$ cat src/rtl/inst_fetch_unit.sv
// inst_fetch_unit: sequential instruction fetch with a two-entry instruction buffer.
//   Keeps a fetch PC and issues at most one outstanding request to instruction
//   memory. Returned words are pushed, together with the PC they were fetched
//   from, into a small FIFO that feeds IF_ID. A redirect flushes the buffer and
//   reloads the PC. A request still in flight at redirect time is discarded when
//   its response arrives.
// Ports:
//   clk, rst                        clock, synchronous active-high reset
//   imem_req_valid/addr/ready       fetch request handshake (word-aligned address)
//   imem_rsp_valid/data             fetched word, at least one cycle after acceptance
//   redirect_valid/pc               branch/jump redirect from execute
//   if_valid/if_inst/if_pc, id_ready  FIFO head presented to IF_ID, popped on handshake
module inst_fetch_unit #(
  parameter logic [31:0] RESET_PC   = 32'h0000_0000,
  parameter int unsigned FIFO_DEPTH = 2
) (
  input  logic        clk,
  input  logic        rst,
  output logic        imem_req_valid,
  output logic [31:0] imem_req_addr,
  input  logic        imem_req_ready,
  input  logic        imem_rsp_valid,
  input  logic [31:0] imem_rsp_data,
  input  logic        redirect_valid,
  input  logic [31:0] redirect_pc,
  output logic        if_valid,
  output logic [31:0] if_inst,
  output logic [31:0] if_pc,
  input  logic        id_ready
);

  typedef enum logic [1:0] {IDLE, WAIT, DROP} state_t;

  localparam logic [1:0] DEPTH = 2'(FIFO_DEPTH);

  state_t      state, state_next;
  logic [31:0] pc;
  logic [31:0] req_pc;
  logic [31:0] buf_inst [2];
  logic [31:0] buf_pc   [2];
  logic        rd_ptr, wr_ptr;
  logic [1:0]  count;
  logic        accept, push, pop;

  // A request is only issued from IDLE with a free slot, so the buffer always
  // has room for the word that comes back.
  always_comb begin
    imem_req_valid = !rst && (state == IDLE) && !redirect_valid && (count < DEPTH);
    imem_req_addr  = rst ? RESET_PC : pc;
    if_valid       = !rst && (count != 2'd0);
    if_inst        = if_valid ? buf_inst[rd_ptr] : '0;
    if_pc          = if_valid ? buf_pc[rd_ptr]   : '0;
  end

  assign accept = imem_req_valid && imem_req_ready;
  assign push   = (state == WAIT) && imem_rsp_valid && !redirect_valid;
  assign pop    = if_valid && id_ready && !redirect_valid;

  // A response always returns the FSM to IDLE, even when it coincides with a
  // redirect; a redirect without a response turns a live request into a dead one.
  always_comb begin
    state_next = state;
    case (state)
      IDLE: if (accept) state_next = WAIT;
      WAIT: begin
        if (imem_rsp_valid)      state_next = IDLE;
        else if (redirect_valid) state_next = DROP;
      end
      DROP: if (imem_rsp_valid) state_next = IDLE;
      default: state_next = IDLE;
    endcase
  end

  always_ff @(posedge clk) begin
    if (rst) begin
      state  <= IDLE;
      pc     <= RESET_PC;
      req_pc <= RESET_PC;
      count  <= '0;
      rd_ptr <= 1'b0;
      wr_ptr <= 1'b0;
    end else begin
      state <= state_next;
      if (redirect_valid)
        pc <= redirect_pc & ~32'd3;
      else if (accept)
        pc <= pc + 32'd4;
      if (accept)
        req_pc <= pc;
      if (redirect_valid) begin
        count  <= '0;
        rd_ptr <= 1'b0;
        wr_ptr <= 1'b0;
      end else begin
        if (push) wr_ptr <= ~wr_ptr;
        if (pop)  rd_ptr <= ~rd_ptr;
        case ({push, pop})
          2'b10:   count <= count + 2'd1;
          2'b01:   count <= count - 2'd1;
          default: count <= count;
        endcase
      end
    end
  end

  always_ff @(posedge clk) begin
    if (!rst && push) begin
      buf_inst[wr_ptr] <= imem_rsp_data;
      buf_pc[wr_ptr]   <= req_pc;
    end
  end

endmodule

$ cat config.mk
export PLATFORM = sky130hd
export DESIGN_NAME = inst_fetch_unit
export DESIGN_NICKNAME = d
export VERILOG_FILES = /design/src/rtl/inst_fetch_unit.sv
export SDC_FILE = /design/constraint.sdc
export NUM_CORES = 1
export LEC_CHECK = 0
export CAP_MARGIN = 20
export CORE_ASPECT_RATIO = 0.8
export CORE_MARGIN = 2
export CORE_UTILIZATION = 50
export DETAILED_ROUTE_END_ITERATION = 8
export GPL_TIMING_DRIVEN = 0
export PLACE_DENSITY = 0.83
export SLEW_MARGIN = 20
export SYNTH_ARGS = -nofsm -noshare
export SYNTH_HDL_FRONTEND = slang
export SYNTH_SLANG_ARGS = --single-unit
$ cat constraint.sdc
create_clock -name clk -period 8.7 [get_ports clk]
set_input_delay 1.305 -clock clk [delete_from_list [all_inputs] [get_ports clk]]
set_output_delay 1.305 -clock clk [all_outputs]
set_load 0.02 [all_outputs]
[Yosys cells after proc, flatten, opt, wreduce, memory -nomap -nowiden]
Memories as Yosys holds them, arrays and structs flattened. A register that Yosys moved wholly into a read port is not among the register bits.
Cells that the tools add are included.
Word-level totals
  flip-flop bits (word level): 70
  bits in writable memories: 128
  input port bits: 70
  output and inout port bits: 98
  logic and storage cells: 57
  memories: 2
Memories
  buf_inst: words 2, bits a word 32, rd ports 1, clocked after Yosys merged registers in 1, wr ports 1, line 39  | logic [31:0] buf_inst [2];
  buf_pc: words 2, bits a word 32, rd ports 1, clocked after Yosys merged registers in 1, wr ports 1, line 40  | logic [31:0] buf_pc [2];
Operators by class
  add/sub/neg operators: 3
  magnitude comparators: 1
  equality and inequality tests: 7
  muxes and demuxes: 17
  bitwise operators: 2
  reduce and logical (&&, ||, !) cells: 18
Operator list (count)
  $mux W32: 5
  $add A32 B3 Y32 const B: 1
  $logic_and A1 B1 Y1: 10
  $mux W2: 4
  $mux W1: 6
  $pmux W2 S3: 1
  $reduce_bool A2 Y1: 3
  $eq A2 B1 Y1 const B: 2
  $eq A2 B2 Y1 const B: 2
  $ne A2 B2 Y1 const B: 2
  $pmux W2 S2: 1
  $ne A3 B3 Y1 const B: 1
  $reduce_and A3 Y1: 1
  $add A2 B1 Y2 const B: 1
  $logic_not A1 Y1: 2
  $logic_not A2 Y1: 1
  $lt A2 B2 Y1 const B: 1
  $not A1 Y1: 2
  $reduce_or A2 Y1: 1
  $sub A2 B1 Y2 const B: 1

[Logic depth before layout (Yosys ltp)]
Gate-level depths: netlist (run 1).
  word-level depth: 7
  gate-level depth with buffers: 9
  gate-level depth less buffers: 7

[Worst setup path after synthesis (run 1)]
No wires, ideal clock.
  path type: input port to flip-flop
  from: input port rst
  to: memory buf_inst[0][0] (enable)
  setup time: 0.558 ns
  arrival time: 6.141 ns
  data required time: 8.142 ns
  slack: 2.001 ns
  stages on the path: 5
  path buffers: 2
  cell sequence: clkbuf_1 inv_1 nand2_1 clkbuf_1 nor3_1
Between the ends
  longest elaborated chain between the ends: 4
Ends and longest elaborated chain
  from (decl): line 18  | input logic rst,
  $logic_not A1 Y1: line 107  | if (!rst && push) begin
  $logic_and A1 B1 Y1: line 107
  $mux W1: line 107
  $mux W1 (implied by the code): line 108  | buf_inst[wr_ptr] <= imem_rsp_data;
  to (decl): line 39
No other way between the ends.

[Worst setup path in the final report (run 1)]
  from: input port rst
  to: output port if_pc[2]
Between the ends
  longest elaborated chain between the ends: 3
Ends and longest elaborated chain
  $logic_not A1 Y1: line 50  | if_valid = !rst && (count != 2'd0);
  $logic_and A1 B1 Y1: line 50
  $mux W32: line 52  | if_pc = if_valid ? buf_pc[rd_ptr] : '0;
  to (decl): line 28  | output logic [31:0] if_pc,
No other way between the ends.

==> flow_summary_export.csv, run 1 <==
group,metric,value,unit
cells_and_area,syn_to_final_growth,32.2,%
critical_path,timing.critical_path.required,7.39,ns
grt,busiest_layer,"met2",
critical_path,critPathMaxStageDelay,0.60,ns
critical_path,crit_top_cell,"clkbuf_1",
grt,met2_usage,0.391,
placement,io_buffers,160,
critical_path,cpMaxStageDelayCell,"o21ai_1",
logic_synthesis,synth_area_per_cell,11.6,sq um
floorplan,die_area,17000,sq um
clocking,cts_tree,"yes",
clocking,cts.sinks,191,
critical_path,cp-start-kind,"input pin",
outcome,outcome,"finished, final reports clean",
sta,hold_violations,0,
grt,use_met3,0.0562,
sta,period_needed,4.82,ns
logic_synthesis,asyncSetResetFlopFracSynth,0,
sta,fin_skew,0.00616,ns
critical_path,path_max_fanout,10,
cells_and_area,nFillCells,1230,
sta,grt_setup_unrepaired,"no",
routing,vias,5970,
cells_and_area,final_layout_size_suffix_gt1_frac,0.0700,
sta,worstMarginPinSlew,1.08,ns
clocking,post_cts_resize_count,0,
grt,antenna_found_initial,0,
floorplan,initial_core_util,0.508,
clocking,clkLatencyLatePin,0.43,ns
grt,overflow,0,
clocking,cts_made_buffers,17,
floorplan,core,15700,sq um
logic_synthesis,synth_edf_count,124,
power,power_leakage,3.42,nW
sta,slew_violations,0,
placement,placed_cells,1083,
sta,slew_headroom,0.277,
logic_synthesis,synth_top_area_cell,"edfxtp_1",
routing,drtAntennaViolNets,0,
min_path,hp-class,"flip-flop to flip-flop",
routing,drtIter0Drc,488,
sta,hold_ws,0.452,ns
power,ir_drop,0.000149,V
floorplan,num_rows,41,
critical_path,worstPathArrival,3.52,ns
logic_synthesis,synth_seq_cells,191,
logic_synthesis,yosysSeqAreaShare,0.636,
floorplan,die_height,117,um
grt,use_met1,0.295,
placement,pre_cts_slack,3.88,ns
routing,drtPass1Iterations,5,
sta,setup_violations,0,
cells_and_area,antenna_cells,0,
sta,postLayoutSetupSlackWorst,3.88,ns
clocking,htree_levels,4,
clocking,clock_path_buffers,2,
routing,wl_per_cell,17.4,um
cells_and_area,instances_no_fill,1115,
placement,routabilityCongestion,0.909,
sta,fmax,207,MHz
job,cap_violations,0,
critical_path,worstPathCellList,"clkbuf_1 -> inv_1 -> o21ai_1 -> clkbuf_1 -> nor2_1 -> clkdlybuf4s50_1",
critical_path,worstSetupEndpointType,"primary output",
sta,period_share,0.554,
logic_synthesis,synthCells,689,
grt,grt_pass1_wl,29.8,mm
clocking,cts-root-buf,"clkbuf_16",
power,p_per_area,174,nW/um^2
power,p_total,1.83,mW
grt,grt.total_usage,0.232,
grt,grt_start_max_net_pins,18,
placement,hpwl,13.9,mm
clocking,post_cts_buffers,0,
logic_synthesis,ys.flop_type,"edfxtp_1",
logic_synthesis,synth_area_leaders,"edfxtp_1, dfxtp_1, mux2i_1",
clocking,postCtsHoldBufs,0,
logic_synthesis,syn-cell-area,7970,sq um
grt,grt_pass1_vias,5753,
floorplan,boundaryPins,168,
routing,drc,0,
logic_synthesis,yosys.cell_types.count,50,
critical_path,crit_type,"input pin to primary output",
routing,drt-total-wl,19.4,mm
logic_synthesis,yosys_warnings,0,
floorplan,die_x,145,um
cells_and_area,layout.nets,959,
logic_synthesis,synth_top_cell_area_share,0.467,
clocking,path_clk_slew,0.07,ns
routing,viasPerCell,5.35,
synth_stat cells, drive strengths merged (2+ instances only):
cell type / number
nand2: 88
and2: 12
edfxtp: 124
inv: 4
o311ai: 2
nor4: 2
nand4: 14
buf: 10
clkbuf: 35
a31oi: 8
or3: 7
xnor2: 12
and4: 3
mux2i: 65
a311oi: 2
dfxtp: 67
nand3: 13
a211oi: 5
nor2b: 32
nor3: 8
o21ai: 9
a21oi: 45
xor2: 11
ha: 2
nor2: 83
o22ai: 5
or4: 2
and3: 7
path summary, 6_finish.rpt:
check                         startpoint                        end  slack, ns  depth (start not counted)
setup reg to reg   state[0]$_SDFFE_PP0P_  buf_inst[0][18]$_DFFE_PP_       6.27                          7
hold / removal    req_pc[9]$_SDFFE_PP0P_     buf_pc[1][9]$_DFFE_PP_       0.45                          0
hold reg to reg   req_pc[9]$_SDFFE_PP0P_     buf_pc[1][9]$_DFFE_PP_       0.45                          0
setup / recovery                     rst                   if_pc[2]       3.88                          6
worst max-delay path, delay by kind of cell:
kind                   cells  cell delay (ns)
AOI/OAI and AO/OA          1             0.60
buffers and inverters      4             1.47
and+or+nand+nor            1             0.14
placed cells by master (no fill, tap or decap), types with 3 or more instances in the layout:
cell type        netlist  final
a211oi_1               5      5
conb_1                 1      4
nand4_1               13     13
clkbuf_16              0     17
nor2_1                83     83
dfxtp_1               67     67
buf_1                  3      3
a21oi_1               45     45
nor2b_1               32     32
a31oi_1                8      8
xnor2_1               12     12
o21ai_0                8      8
edfxtp_1             124    124
clkinv_4               0      6
clkdlybuf4s50_1        0    160
nand2_1               87     87
clkbuf_1              35     38
buf_4                  5     19
xor2_1                11     11
or3_1                  7      7
inv_1                  4      4
nor3_1                 8      6
and2_1                11     11
mux2i_1               65     65
nand3_1               12     12
and3_1                 7      7
o22ai_1                5      5
report_power, final:
| group | total [mW] | switching (mW) | leakage (nW) | internal, mW |
|---|---|---|---|---|
| logic | 0.121 | 0.0602 | 1.46 | 0.0604 |
| clock network | 0.718 | 0.344 | 0.259 | 0.374 |
| registers | 0.991 | 0.0177 | 1.69 | 0.974 |
per-stage QoR:
step / setup TNS [ns] / instance area, sq um / utilization
after floorplan: 0 / 7980 / -
after detailed placement: 0 / 9990 / 0.636
final: 0 / 10500 / 0.671
after global placement: -95.25 / 9850 / 0.627
after CTS: 0 / 10500 / 0.671
after global routing: 0 / 10500 / 0.671
registers in the layout (all words and copies together), names as in the netlist, named ones only:
register and cells:
buf_inst 64, pc 30, rd_ptr 1, wr_ptr 1, req_pc 30, buf_pc 60
count 2, state 2
kinds of logic (layout without fill, tap and decap cells):
kind of cell | Yosys count | in the layout | synth area share
compound gates | 81 | 81 | 0.0584
xor+xnor | 23 | 23 | 0.0253
fa+ha+maj | 2 | 2 | 0.00314
buf+inv | 50 | 258 | 0.0262
flops | 191 | 191 | 0.636
mux | 66 | 66 | 0.0831
other cells | 1 | 4 | 0.000471
simple gates | 275 | 275 | 0.168
metal layers:
layer	wire length, um	part of all wire
met2	9250	0.48
met3	1420	0.073
met5	0	0
met1	8170	0.42
met4	520	0.027
layout make-up:
type                    instances  area, sq um  area share
multi-input cells             451         2720       0.258
clock buffers                  20          437      0.0415
inverters                       5         18.8     0.00178
repair buffers                176         1730       0.164
well taps                     215          269      0.0255
plain buffers                  45          190      0.0181
clock inverters                12          108      0.0102
flip-flops and latches        191         5060       0.481
Note: power is estimated with default switching activity, not from simulation.
==> run 2, diff against run 1 <==
- clock period: 8.7 -> 4.65 ns (I/O delays scaled with it)
==> results of run 2 <==
Same layout as run 1 (identical final DEF). Status: finished, final reports clean.
Among the figures that moved: setup slack after placement 3.88 ns -> 1.04 ns; setup slack after layout 3.88 ns -> 0.994 ns; end point of the critical path if_pc[2] -> if_pc[29]; register-to-register setup slack 6.27 ns -> 2.22 ns; total power 1.83 mW -> 3.42 mW; worst IR drop on VDD 0.000149 V -> 0.000279 V
